File: src/rtl/vmult_arbiter.sv
// ----------------------------------------------------------------------------
// vmult_arbiter
//   Two requesters share a single 4x4 unsigned multiplier. A round-robin
//   arbiter accepts one operand pair at a time in IDLE. The operands are held
//   on the multiplier for MUL_CYCLES cycles, and then the product is registered
//   and presented on a valid/ready response port.
//
// Ports
//   clk                     sole clock, rising edge
//   rst_n                   asynchronous active-low reset
//   req0_valid/req1_valid   requester operand valid
//   req0_a/b, req1_a/b      4-bit unsigned operands
//   req0_ready/req1_ready   operand accepted this cycle (with matching valid)
//   rsp_valid               product available
//   rsp_p                   8-bit product a*b
//   rsp_id                  requester (0/1) owning rsp_p
//   rsp_ready               consumer accepts response
//   busy                    high whenever the FSM is not in IDLE
//   op_count                number of completed responses (wraps)
//
// Also contains vmulti_4bit, the shared 4x4 multiplier (shift-and-add).
// ----------------------------------------------------------------------------

// 4x4 unsigned multiplier built from four shifted partial products.
// co is the carry out of the 9-bit sum. It can never be set for 4-bit
// operands, but it is kept so the cell stays a drop-in replacement.
module vmulti_4bit (
    input  logic [3:0] a,
    input  logic [3:0] b,
    output logic [7:0] p,
    output logic       co
);
    logic [7:0] pp [4];
    logic [8:0] sum;

    generate
        for (genvar gi = 0; gi < 4; gi++) begin : g_pp
            assign pp[gi] = b[gi] ? ({4'b0000, a} << gi) : 8'h00;
        end
    endgenerate

    assign sum = {1'b0, pp[0]} + {1'b0, pp[1]} + {1'b0, pp[2]} + {1'b0, pp[3]};
    assign p   = sum[7:0];
    assign co  = sum[8];
endmodule

module vmult_arbiter #(
    parameter int MUL_CYCLES = 1
) (
    input  logic       clk,
    input  logic       rst_n,
    input  logic       req0_valid,
    input  logic [3:0] req0_a,
    input  logic [3:0] req0_b,
    output logic       req0_ready,
    input  logic       req1_valid,
    input  logic [3:0] req1_a,
    input  logic [3:0] req1_b,
    output logic       req1_ready,
    output logic       rsp_valid,
    output logic [7:0] rsp_p,
    output logic       rsp_id,
    input  logic       rsp_ready,
    output logic       busy,
    output logic [7:0] op_count
);
    typedef enum logic [1:0] {
        IDLE = 2'd0,
        MUL  = 2'd1,
        DONE = 2'd2
    } state_t;

    localparam logic [3:0] CNT_LOAD = 4'(MUL_CYCLES);

    state_t     state_q;
    logic [3:0] cnt_q;
    logic [3:0] a_q;
    logic [3:0] b_q;
    logic       id_q;
    logic       last_q;       // requester served by the most recent accept
    logic       rsp_valid_q;
    logic [7:0] rsp_p_q;
    logic       rsp_id_q;
    logic [7:0] op_count_q;

    logic       idle;
    logic       grant;
    logic       accept;
    logic [7:0] mul_p;
    logic       mul_co_unused;

    // Under contention, the requester that was not served last wins.
    // Otherwise, grant goes to whichever requester is valid.
    assign idle       = (state_q == IDLE);
    assign grant      = (req0_valid && req1_valid) ? ~last_q : req1_valid;
    assign req0_ready = idle && req0_valid && !grant;
    assign req1_ready = idle && req1_valid && grant;
    assign accept     = req0_ready || req1_ready;

    // The multiplier sees only the operand registers, so requester inputs
    // changing after acceptance cannot disturb the product in flight.
    vmulti_4bit u_mul (
        .a  (a_q),
        .b  (b_q),
        .p  (mul_p),
        .co (mul_co_unused)
    );

    always_ff @(posedge clk or negedge rst_n) begin
        if (!rst_n) begin
            state_q     <= IDLE;
            cnt_q       <= 4'd0;
            a_q         <= 4'd0;
            b_q         <= 4'd0;
            id_q        <= 1'b0;
            last_q      <= 1'b1;   // requester 0 wins the first contention
            rsp_valid_q <= 1'b0;
            rsp_p_q     <= 8'h00;
            rsp_id_q    <= 1'b0;
            op_count_q  <= 8'h00;
        end else begin
            case (state_q)
                IDLE: begin
                    if (accept) begin
                        a_q     <= grant ? req1_a : req0_a;
                        b_q     <= grant ? req1_b : req0_b;
                        id_q    <= grant;
                        last_q  <= grant;
                        cnt_q   <= CNT_LOAD;
                        state_q <= MUL;
                    end
                end
                MUL: begin
                    cnt_q <= cnt_q - 4'd1;
                    // The count reaches zero on this edge, so the product is
                    // captured here. The <= also catches a zero load, so the
                    // FSM cannot wrap the counter and stall.
                    if (cnt_q <= 4'd1) begin
                        rsp_p_q     <= mul_p;
                        rsp_id_q    <= id_q;
                        rsp_valid_q <= 1'b1;
                        state_q     <= DONE;
                    end
                end
                DONE: begin
                    if (rsp_ready) begin
                        rsp_valid_q <= 1'b0;
                        op_count_q  <= op_count_q + 8'd1;
                        state_q     <= IDLE;
                    end
                end
                default: state_q <= IDLE;
            endcase
        end
    end

    assign rsp_valid = rsp_valid_q;
    assign rsp_p     = rsp_p_q;
    assign rsp_id    = rsp_id_q;
    assign busy      = !idle;
    assign op_count  = op_count_q;
endmodule

File: config.mk
export PLATFORM = sky130hd
export DESIGN_NAME = vmult_arbiter
export DESIGN_NICKNAME = d
export VERILOG_FILES = /design/src/rtl/vmult_arbiter.sv
export SDC_FILE = /design/constraint.sdc
export NUM_CORES = 1
export LEC_CHECK = 0
export ABC_AREA = 1
export ABC_CLOCK_PERIOD_IN_PS = 3800
export CAP_MARGIN = 25
export CORE_MARGIN = 2
export CORE_UTILIZATION = 51
export CTS_CLUSTER_DIAMETER = 200
export DETAILED_ROUTE_END_ITERATION = 7
export GPL_ROUTABILITY_DRIVEN = 0
export GPL_TIMING_DRIVEN = 0
export PLACE_DENSITY = 0.79
export RECOVER_POWER = 50
export SETUP_SLACK_MARGIN = 0.1
export SLEW_MARGIN = 10
export SYNTH_ARGS = -nofsm -noshare
export SYNTH_HDL_FRONTEND = slang
export SYNTH_HIERARCHICAL = 1
export SYNTH_SLANG_ARGS = --single-unit
File: constraint.sdc
create_clock -name clk -period 3.8 [get_ports clk]
set_clock_uncertainty 0.05 [all_clocks]
set_input_delay 1.14 -clock clk [delete_from_list [all_inputs] [get_ports clk]]
set_output_delay 1.14 -clock clk [all_outputs]
set_load 0.02 [all_outputs]
Word-level counts from Yosys, hierarchy flattened

Index checks and enable logic that the tools add are counted.

Bits in registers: 34
Bits of input ports: 21
Output and inout bits: 21
Logic and storage cells: 55

Add/subtract/negate cells: 5
$lt $le $gt $ge: 1
Equality and inequality tests: 5
Mux-type cells: 16
Bitwise gates (word level): 1
Reductions and logical operators: 17

Operators by type and width:

| cell                                                                     | count |
|---|---|
| 4-bit two-way mux                                                        | 4 |
| 8-bit by 1-bit adder with 8-bit output (second input constant)           | 1 |
| 8-bit by 6-bit adder with 8-bit output                                   | 1 |
| 8-bit by 7-bit adder with 8-bit output                                   | 1 |
| 4-bit one-hot mux with 2 select lines                                    | 1 |
| 2-bit AND reduction                                                      | 4 |
| 7-bit two-way mux                                                        | 1 |
| 4-bit by 5-bit adder with 6-bit output                                   | 1 |
| 2-bit two-way mux                                                        | 3 |
| 6-bit two-way mux                                                        | 1 |
| 2-bit one-hot mux with 3 select lines                                    | 1 |
| 3-bit AND reduction                                                      | 2 |
| 1-bit logical AND                                                        | 5 |
| 5-bit two-way mux                                                        | 1 |
| 4-bit by 1-bit <= comparator with 1-bit output (second input constant)   | 1 |
| 2-bit inequality test (second input constant)                            | 2 |
| 2-bit nonzero test                                                       | 2 |
| 4-bit by 1-bit subtractor with 4-bit output (second input constant)      | 1 |
| 1-bit two-way mux                                                        | 3 |
| 2-bit by 1-bit == test with 1-bit output (second input constant)         | 1 |
| 2-bit == test (second input constant)                                    | 1 |
| 1-bit logical NOT                                                        | 2 |
| 2-bit logical NOT                                                        | 1 |
| 2-bit by 1-bit inequality test with 1-bit output (second input constant) | 1 |
| other kinds (3)                                                          | 3 |

Logic depth before layout (Yosys ltp)

Word-level depth: 7
Mapped depth: 14
Depth with buffers taken out: 14

Hierarchy

Netlist, hierarchy kept.

Modules (own cells, without submodules):

| module        | instances | cells each | area each (µm²) | sequential area each (µm²) |
|---|---|---|---|---|
| vmult_arbiter | 1         | 204        | 1637.8          | 852.1 |
| vmulti_4bit   | 1         | 73         | 461.7           | 0.0 |

Least setup slack after synthesis

No wires, ideal clock.

Kind: input to output
From: input req0_valid
To: output req0_ready
Data arrival time: 1.909 ns
Data required time: 2.610 ns
Slack: 0.701 ns
Stages: 5
Buffers on the path: 1
Cell sequence: nand2_1 nand2_1 buf_4 clkinv_1 nor2_1

Cells in the longest elaborated chain, start to end: 4
Elaborated cells on any way between the ends: 5
Those cells by class: mux: 1; reduce/logical: 4

Ends and longest elaborated chain:

| item                  | RTL line | source |
|---|---|---|
| start, declared       | 52       | `input logic req0_valid,` |
| 1-bit logical AND     | 95       | `assign grant = (req0_valid && req1_valid) ? ~last_q : req1_valid;` |
| 1-bit two-way mux     | 95       |  |
| 1-bit logical NOT     | 96       | `assign req0_ready = idle && req0_valid && !grant;` |
| 1-bit logical AND (*) | 96       |  |
| end, declared         | 55       | `output logic req0_ready,` |

Every way passes the cells marked *; elsewhere a longest branch is shown, timed or not.

Worst setup path in the final report

Ends and elaborated chain as after synthesis.

==> results by group <==
GRT
  – GR Util met1: 23.4%
  – GRT met3 Usage: 4.93%
  – Pin count of the biggest net entering global routing: 35
  – Met2 Usage GRT: a little under 30%
  – Tot GR Track Use: 18.2%
  – First-pass GRT wire length: 6400 microns
  – Vias in the first global route: between 1500 and 2000
  – Total gr overflow: 0
  – GR peak layer: met2
  – Initial antenna violation count: 0

Power
  – Switch Pwr: 0.000782 W
  – Leakage: 1.48 nW
  – P_int: 0.00117 W
  – Max VDD drop: 0.362 mV
  – Sw frac: roughly 40%
  – Clock Power Share: roughly a fifth
  – Gate power share: 47.0%
  – Power Density: 729 nW/um^2
  – Sequential share of power: 32.1%

Critical path
  – Critical path data arrival time: 2410 ps
  – CP max FO: 10
  – Critical path class: in -> out
  – Crit end category: primary output
  – CP Launch Type: input port
  – Crit path required time: approximately 2600 ps

Floorplan
  – Die area: about 4600 sq um
  – IO Pins: 42
  – Chip width: 68.0 microns
  – Starting Density: a little over half
  – Floorplan row count: 23
  – Core area: 3970 sq um
  – Die Y: 68.0 microns

Cells and area
  – Filler instances: 345
  – Design area: 2680 sq um
  – Commonest non-fill, non-tap cells in the layout: 113 x nand2_1, 44 x inv_1, 36 x clkdlybuf4s50_1, 33 x dfrtp_1, 19 x nand3_1
  – Layout area overhead: 28.2%
  – Post-Layout Cell Count: 374
  – Final #Nets: around 360
  – Layout cells sized above 1: just over 7%
  – Antenna diodes: 0
  – Commonest non-fill, non-tap cell in the layout: nand2_1

Clock network
  – Post-CTS Setup Repair Bufs: 0
  – Clock transition at the registers of the reported paths: around 70 ps
  – CTS buffer count: 5
  – Max Buffers Root-to-Sink: 2
  – Worst skew pair latency: between 200 and 300 ps
  – H-tree levels: 2
  – Clock root cell: clkbuf_8
  – CTS tree: built
  – Clk sinks: 34
  – Post-CTS Hold Buffers: 0

Worst hold path
  – Hold Crit Class: reg -> reg

Timing
  – Slew headroom: -15.7%
  – Slew Viols, Final: 35
  – Achievable Freq: 278 MHz
  – Measured slew at the worst slew-check pin: 1730 ps
  – Final Hold Fails: 0
  – Fin crit period: 3600 ps
  – Period utilization: 94.8%
  – Final setup violation count: 0
  – RSZ-0062 raised after global routing: no

Route
  – Antenna viol nets, final: 0
  – Vias per cell: 4.71
  – Drt total wl: 3800 microns
  – Number of DRC markers in iteration 0: 54
  – 1st-pass router iterations: 4
  – Per-cell routed wire length: 10.2 microns
  – Routed via count: 1761
  – Post-route DRC: 0

Status
  – Status: complete, but fails checks
  – Failing checks: capacitance limit, slew limit

Synth
  – Yosys warning total: 6
  – Gate Count Post-Synth: 275
  – Post-Synthesis Cell Area: 2090 sq um
  – Syn Nets: 314
  – Syn_area_per_cell: 7.59 sq um

Place
  – DP HPWL: 2910 microns
  – Cells after DPL: 366
  – Number of port buffers: slightly above 40
  – Area of placed instances: 2560 sq um

Flow run
  – Max_cap viols: 1
-- layer usage --
metal | vias to the layer above | routed length, microns
met5 | - | 0
met4 | 0 | 58
met3 | 5 | 208
met2 | 51 | 1830
met1 | 776 | 1710
li1 | 929 | -
-- path summary, 6_finish.rpt --
path                       startpoint           to  slack, ps  cells past startpoint
max                        req0_valid   req0_ready        200                      7
min                            last_q       last_q        420                      2
max reg2reg                    b_q[3]     rsp_p[7]        890                     14
min reg2reg                    last_q       last_q        420                      2
max in group asynchronous       rst_n     rsp_p[3]       1440                      1
min in group asynchronous       rst_n  op_count[6]       1250                      1
-- worst max-delay path: stages --
cell and delay, ps:
dlygate4sd3_1 540, nand2_1 50, nand2_1 70, buf_4 160, clkinv_2 130, nor2_1 130, clkbuf_2 180
-- area by class of cell --
cell class / instances / area, sq um / area share (%)
Multi-Input combinational cell: 190 / 1020 / 38.0
Sequential cell: 34 / 852 / 31.8
Timing Repair Buffer: 41 / 398 / 14.9
Inverter: 47 / 178 / 6.64
Clock buffer: 6 / 82.6 / 3.09
Tap cell: 50 / 62.6 / 2.34
Clock inverter: 2 / 60.1 / 2.24
Buffer: 4 / 27.5 / 1.03
-- sequential cells by signal, indices dropped and copies added (netlist names) --
register and count:
op_count 8, rsp_p 8, a_q 4, b_q 4, cnt_q 4, state_q 2
id_q 1, last_q 1, rsp_id 1, rsp_valid 1
-- power groups by stage --
| stage | clock, W | sequential, W | combinational, W |
|---|---|---|---|
| 2_1_floorplan | 0 | 0.000672 | 0.000585 |
| 3_3_place_gp | 0 | 0.000627 | 0.000899 |
| 6_report | 0.000409 | 0.000626 | 0.000916 |
| 4_1_cts | 0.000417 | 0.000625 | 0.000946 |
| 5_1_grt | 0.000431 | 0.000644 | 0.00106 |
| 3_5_place_dp | 0 | 0.000630 | 0.000932 |
-- through the flow --
stage	setup slack [ps]	hold WS [ps]	power [W]	utilization, %	TNS (ps)
final	199	425	0.00195	67.4	0
after CTS	101	422	0.00199	68.0	0
after global routing	85.4	454	0.00214	67.4	0
after floorplan	701	392	0.00126	-	0
after global placement	-279	406	0.00153	64.5	-279
after detailed placement	-309	412	0.00156	64.4	-309
-- what timing repair did --
item | 4_1_cts | 5_1_grt
resized for setup | 4 | 1
hold endpoints to repair | 0 | 0
gates cloned | 0 | 0
endpoints found under the setup margin | 2 | 1
No activity file was read; power rests on OpenSTA's default activity.
